$ cat src/rtl/r_burst_id_restorer.sv
// Purpose : buffers one downstream read burst tagged with a unique ID, frees that UID
//           in the tag map, then replays the burst upstream with RID = restored original ID.
// Latency : last beat accepted at T -> free_req at T+1 -> free_ack at T+2 -> first m_rvalid at T+3.
// Backpressure: s_rready is high only while collecting. Upstream m_rready stalls hold all m_* outputs stable.
//
// Ports:
//   clk, rst                   clock, synchronous active-high reset
//   s_r*  (valid/ready/id/...) downstream R channel; s_rid carries the unique ID
//   free_req / free_unique_id  one-cycle free strobe and the UID being freed
//   restored_id                original ID returned by the tag map, valid in the free_req cycle
//   free_ack                   tag-map acknowledge, expected one cycle after free_req
//   m_r*  (valid/ready/id/...) upstream R channel carrying the restored ID
//   busy                       high whenever the block is not collecting
//   err                        sticky protocol error flag, present only with R_BURST_ID_RESTORER_ERR_CHECK_EN
//
// Optional feature macro: R_BURST_ID_RESTORER_ERR_CHECK_EN (adds the err output).

module r_burst_id_restorer #(
    parameter int ID_WIDTH    = 4,
    parameter int UID_W       = 8,
    parameter int DATA_W      = 64,
    parameter int BURST_DEPTH = 16
) (
    input  logic                clk,
    input  logic                rst,
    input  logic                s_rvalid,
    output logic                s_rready,
    input  logic [UID_W-1:0]    s_rid,
    input  logic [DATA_W-1:0]   s_rdata,
    input  logic [1:0]          s_rresp,
    input  logic                s_rlast,
    output logic                free_req,
    output logic [UID_W-1:0]    free_unique_id,
    input  logic [ID_WIDTH-1:0] restored_id,
    input  logic                free_ack,
    output logic                m_rvalid,
    input  logic                m_rready,
    output logic [ID_WIDTH-1:0] m_rid,
    output logic [DATA_W-1:0]   m_rdata,
    output logic [1:0]          m_rresp,
    output logic                m_rlast,
    output logic                busy
`ifdef R_BURST_ID_RESTORER_ERR_CHECK_EN
    ,
    output logic                err
`endif
);

    localparam int CNT_W = $clog2(BURST_DEPTH + 1);
    localparam int PTR_W = (BURST_DEPTH > 1) ? $clog2(BURST_DEPTH) : 1;

    typedef enum logic [1:0] {S_COLLECT, S_FREE, S_ACK, S_DRAIN} state_t;

    state_t                state_q, state_d;
    logic [CNT_W-1:0]      cnt_q, cnt_d;
    logic [PTR_W-1:0]      wr_ptr_q, wr_ptr_d;
    logic [PTR_W-1:0]      rd_ptr_q, rd_ptr_d;
    logic [UID_W-1:0]      uid_q, uid_d;
    logic [ID_WIDTH-1:0]   id_q, id_d;
    logic [DATA_W+1:0]     buf_q [BURST_DEPTH];
    logic [DATA_W+1:0]     rd_entry;

    logic beat_acc;
    logic is_full;
    logic last_idx;
    logic m_hs;
    logic buf_we;

    assign beat_acc = s_rvalid && s_rready;
    assign is_full  = (cnt_q == CNT_W'(BURST_DEPTH));
    assign last_idx = (CNT_W'(rd_ptr_q) == (cnt_q - CNT_W'(1)));
    assign m_hs     = m_rvalid && m_rready;
    assign rd_entry = buf_q[rd_ptr_q];
    // Once full, only the last beat is stored; it lands on the final entry because
    // wr_ptr saturates there, so the upstream burst still ends with the true RRESP.
    assign buf_we   = beat_acc && (!is_full || s_rlast);

    // State register
    always_ff @(posedge clk) begin
        if (rst) state_q <= S_COLLECT;
        else     state_q <= state_d;
    end

    // Next-state logic
    always_comb begin
        state_d = state_q;
        case (state_q)
            S_COLLECT: if (beat_acc && s_rlast) state_d = S_FREE;
            S_FREE:    state_d = S_ACK;
            S_ACK:     if (free_ack) state_d = S_DRAIN;
            S_DRAIN:   if (m_hs && m_rlast) state_d = S_COLLECT;
            default:   state_d = S_COLLECT;
        endcase
    end

    // Output logic
    always_comb begin
        s_rready       = 1'b0;
        free_req       = 1'b0;
        free_unique_id = '0;
        m_rvalid       = 1'b0;
        m_rid          = '0;
        m_rdata        = '0;
        m_rresp        = 2'b00;
        m_rlast        = 1'b0;
        busy           = (state_q != S_COLLECT);
        case (state_q)
            S_COLLECT: s_rready = 1'b1;
            S_FREE: begin
                free_req       = 1'b1;
                free_unique_id = uid_q;
            end
            S_DRAIN: begin
                m_rvalid = 1'b1;
                m_rid    = id_q;
                m_rdata  = rd_entry[DATA_W+1:2];
                m_rresp  = rd_entry[1:0];
                m_rlast  = last_idx;
            end
            default: ;
        endcase
    end

    // Datapath next-state
    always_comb begin
        cnt_d    = cnt_q;
        wr_ptr_d = wr_ptr_q;
        rd_ptr_d = rd_ptr_q;
        uid_d    = uid_q;
        id_d     = id_q;
        if (beat_acc) begin
            if (cnt_q == '0) uid_d = s_rid;
            if (!is_full) cnt_d = cnt_q + CNT_W'(1);
            if (wr_ptr_q != PTR_W'(BURST_DEPTH - 1)) wr_ptr_d = wr_ptr_q + PTR_W'(1);
        end
        if (state_q == S_FREE) id_d = restored_id;
        if (m_hs) begin
            if (m_rlast) begin
                cnt_d    = '0;
                wr_ptr_d = '0;
                rd_ptr_d = '0;
            end else begin
                rd_ptr_d = rd_ptr_q + PTR_W'(1);
            end
        end
    end

    always_ff @(posedge clk) begin
        if (rst) begin
            cnt_q    <= '0;
            wr_ptr_q <= '0;
            rd_ptr_q <= '0;
            uid_q    <= '0;
            id_q     <= '0;
        end else begin
            cnt_q    <= cnt_d;
            wr_ptr_q <= wr_ptr_d;
            rd_ptr_q <= rd_ptr_d;
            uid_q    <= uid_d;
            id_q     <= id_d;
        end
    end

    // Beat storage needs no reset: count and pointers define what is valid.
    always_ff @(posedge clk) begin
        if (buf_we) buf_q[wr_ptr_q] <= {s_rdata, s_rresp};
    end

`ifdef R_BURST_ID_RESTORER_ERR_CHECK_EN
    logic err_q, err_d;
    logic ack_first_q;

    always_comb begin
        err_d = err_q;
        if (beat_acc && is_full) err_d = 1'b1;
        if (beat_acc && (cnt_q != '0) && (s_rid != uid_q)) err_d = 1'b1;
        if (free_ack && (state_q != S_ACK)) err_d = 1'b1;
        if ((state_q == S_ACK) && ack_first_q && !free_ack) err_d = 1'b1;
    end

    always_ff @(posedge clk) begin
        if (rst) begin
            err_q       <= 1'b0;
            ack_first_q <= 1'b0;
        end else begin
            err_q       <= err_d;
            ack_first_q <= (state_q == S_FREE);
        end
    end

    assign err = err_q;
`endif

endmodule

$ cat config.mk
export PLATFORM = sky130hd
export DESIGN_NAME = r_burst_id_restorer
export DESIGN_NICKNAME = d
export VERILOG_FILES = /design/src/rtl/r_burst_id_restorer.sv
export SDC_FILE = /design/constraint.sdc
export NUM_CORES = 1
export LEC_CHECK = 0
export ABC_CLOCK_PERIOD_IN_PS = 4900
export CORE_MARGIN = 8
export CORE_UTILIZATION = 35
export CTS_BUF_LIST = sky130_fd_sc_hd__clkbuf_8
export DETAILED_ROUTE_END_ITERATION = 16
export PLACE_DENSITY = 0.49
export REMOVE_ABC_BUFFERS = 1
export SKIP_LAST_GASP = 1
export SYNTH_ARGS = -nofsm -noshare
export SYNTH_HDL_FRONTEND = slang
export SYNTH_SLANG_ARGS = --single-unit
$ cat constraint.sdc
create_clock -name clk -period 4.9 [get_ports clk]
set_clock_uncertainty 0.1 [all_clocks]
set_input_delay 0.98 -clock clk [delete_from_list [all_inputs] [get_ports clk]]
set_output_delay 0.98 -clock clk [all_outputs]
set_load 0.005 [all_outputs]
==> results by group <==
Global routing
  • First-pass GRT wire length: 150000 um
  • Initial antenna violation count: 14
  • Vias in the first global route: 21000
  • Largest net degree at the start of global routing: 50
  • Gr usage total: 15.8%
  • Total grt overflow: 0

Timing
  • Post-route clock period utilization: 95.8%
  • Fin. Hold Viols: 0
  • Hold slack: 0.383 ns
  • Final Worst Setup Slack: 0.204 ns
  • Fin crit period: 4.70 ns
  • Top achievable clock speed: 213 MHz
  • Rel. slew slack: 48.4%
  • Fin. max-slew vios: 0
  • Slew @ Worst Pin: 0.771 ns
  • RSZ-0062 raised after global routing: no
  • Setup violators final: 0

CTS
  • TritonCTS buffer count: 182
  • Max Root-Sink Buffers: 3
  • H-Tree Depth: 4
  • CTS tree: yes
  • Clock latency on the worst-skew pair: 0.84 ns
  • Hold_buf cts: 0
  • CTS Root Cell: clkbuf_8
  • Clock slew at reported path FFs: 0.06 ns
  • Clk sinks: 1087

Setup path
  • Critical path class: register to output pin
  • Crit path to: m_rdata[26]
  • Worst Setup End Kind: output pin
  • R2R Path Start: state_q[0]
  • Worst Setup Start Kind: register
  • Flop-to-flop setup slack: 1.70 ns
  • Data arrival time of the critical path: 3.62 ns
  • Worst reg2reg endpoint: buf_q[10][26]
  • R2R cell count: 8
  • Req. time, crit path: 3.82 ns
  • Largest fanout on the critical path: 24

Placement
  • DP Area: 0.0463 mm2
  • Number of buffers added on ports: 166
  • Dpl cells: 3505
  • Placer congestion estimate: 0.700
  • Pre-CTS WS: 0.860 ns
  • Final HPWL from detailed placement: 56500 um

Drt
  • WL final: 104000 um
  • Remaining antenna violation count: 0
  • DR vias: 19300
  • Vias per cell: 5.03
  • DR iter-0 viols: 1332
  • DR WL/cell: 27.1 um
  • Drt pass-1 iters: 5
  • DRC Markers: 0

Power and ir drop
  • Sw frac: 23.6%
  • Clock network power share: 36.6%
  • Power density over cell area: 397 mW/mm2
  • Combinational share of power: 9.0%
  • Peak supply drop: 211 uV
  • Pleak: 15.3 nW
  • Total power: 19.7 mW
  • Reg power frac: 54.4%
  • Cell internal pwr: 15.1 mW
  • Sw power: 4.64 mW

Synthesis
  • Register area share after synthesis: 77.1%
  • Synthesis-stage register bit count: 1087
  • Post-Syn Area: 0.0419 mm2
  • Most common library cells after synthesis: edfxtp_1, mux4_2, and2_1
  • Post-synth top flop: edfxtp_1
  • Post-synth cell types: 42
  • Synth top area share: 75.7%
  • Post-synth EDFFs: 1056
  • Post-Synthesis Cells: 1730
  • Leading area contributor after synthesis: edfxtp_1
  • Synth warn: 0
  • Largest cells by area after synthesis: edfxtp_1, mux4_2, mux4_1
  • Synth Area per Inst: 24.2 um2
  • Count leader, synth: edfxtp_1
  • Async S/R FF share, synth: 0%

Die
  • Core region area: 0.119 mm2
  • Die width: 362 um
  • Die area: 0.131 mm2
  • Starting density of the core: 35.1%
  • Row count: 127
  • Die height: 362 um
  • Ports: 167

Worst hold path
  • HP Class: register to register
  • Origin of the worst min-delay path: uid_q[6]

Finish
  • Layout cells sized above 1: 27.3%
  • Fillers: 10300
  • Final cell count without fillers: 3843
  • Nets: 2177
  • Area growth syn-to-layout: 18.5%
  • Final Cell Area: 0.0497 mm2

Run
  • Max-Cap Viols: 0

Run status
  • Outcome: completed
==> state kept, by name, indices dropped and copies added, names as in the netlist, named ones only <==
signal    cells
uid_q         8
wr_ptr_q      4
buf_q      1056
id_q          4
cnt_q         5
rd_ptr_q      4
state_q       2
==> worst max-delay path, stage by stage, from the launching register on <==
cell,delay [ns]
dfxtp_4,0.51
buf_12,0.27
buf_12,0.21
mux4_2,0.53
mux4_2,0.53
and2_1,0.19
clkdlybuf4s50_1,0.52
==> layer usage <==
| layer | GRT usage [%] | wire length (um) | share of wire, % | vias to the layer above |
|---|---|---|---|---|
| li1 | - | - | - | 8185 |
| met3 | 3.36 | 5270 | 5.1 | 171 |
| met5 | 0 | 41 | 0.039 | - |
| met2 | 25.5 | 50500 | 49 | 514 |
| met1 | 21.6 | 46100 | 44 | 10500 |
| met4 | 4.56 | 2080 | 2.0 | 6 |
==> cells in the final DEF, fill, tap and decap left out, types with 3 or more instances in the layout <==
master,instances
clkinv_2,7
nand3_1,6
dfxtp_1,27
xnor2_1,6
dfxtp_4,4
nor2_1,26
nand2b_1,3
buf_4,41
a21oi_1,6
clkinv_1,46
nor3_1,6
and2_1,80
nand4_1,4
edfxtp_1,1056
a31oi_1,3
buf_12,47
clkinv_8,4
mux2i_1,13
clkdlybuf4s50_1,166
inv_8,4
mux4_1,43
diode_2,7
ha_1,10
xor2_1,4
clkbuf_8,183
inv_1,84
and2_4,16
inv_6,5
nand2_1,11
mux4_2,287
==> power by group through the flow <==
| stage | logic, mW | clock network, mW | registers [mW] |
|---|---|---|---|
| finish | 1.77 | 7.21 | 10.7 |
| global route | 1.92 | 7.85 | 10.8 |
| CTS | 1.83 | 7.48 | 10.7 |
| detailed placement | 1.82 | 0 | 10.9 |
| global placement | 1.79 | 0 | 10.9 |
| floorplan | 1.01 | 0 | 11.0 |
==> worst min path at each step <==
| stage | end | cells after the start |
|---|---|---|
| 6_report | uid_q[6] | 2 |
| 5_1_grt | uid_q[1] | 2 |
| 4_1_cts | uid_q[6] | 2 |
| 3_5_place_dp | uid_q[6] | 2 |
| 3_3_place_gp | uid_q[7] | 2 |
| 2_1_floorplan | id_q[0] | 2 |
==> cells by family after synthesis <==
group | after synthesis | share of synthesized area (%)
adder cells (fa/ha/maj) | 11 | 0.328
multiplexers | 343 | 18.4
AO/OA/AOI/OAI | 19 | 0.308
XOR/XNOR | 10 | 0.209
AND/OR/NAND/NOR | 161 | 2.21
flip-flops | 1087 | 77.1
buffers and inverters | 99 | 1.37
==> cell type report <==
type | count | area, um2 | share of cell area, %
Inverter | 11 | 41.3 | 0.0831
Timing Repair Buffer | 256 | 2950 | 5.94
Tap cell | 1612 | 2020 | 4.06
Antenna cell | 7 | 17.5 | 0.0353
Multi-Input combinational cell | 544 | 9060 | 18.2
Clock inverter | 143 | 719 | 1.45
Clock buffer | 183 | 2520 | 5.07
Sequential cell | 1087 | 32300 | 65.1
==> metrics by stage <==
stage                     setup TNS (ns)  util [%]
after global placement                 0      38.8
final                                  0      41.6
after detailed placement               0      38.8
after floorplan                  -528.73         -
after CTS                              0      41.6
after global routing                   0      41.6
==> repair_timing <==
| action | in CTS | in global routing |
|---|---|---|
| setup buffers | 4 | 1 |
| endpoints found under the setup margin | 24 | 2 |
| gates resized for setup | 0 | 1 |
| endpoints found under the hold margin | 0 | 0 |
| cloned | 0 | 0 |
(Power assumes the default switching activity.)
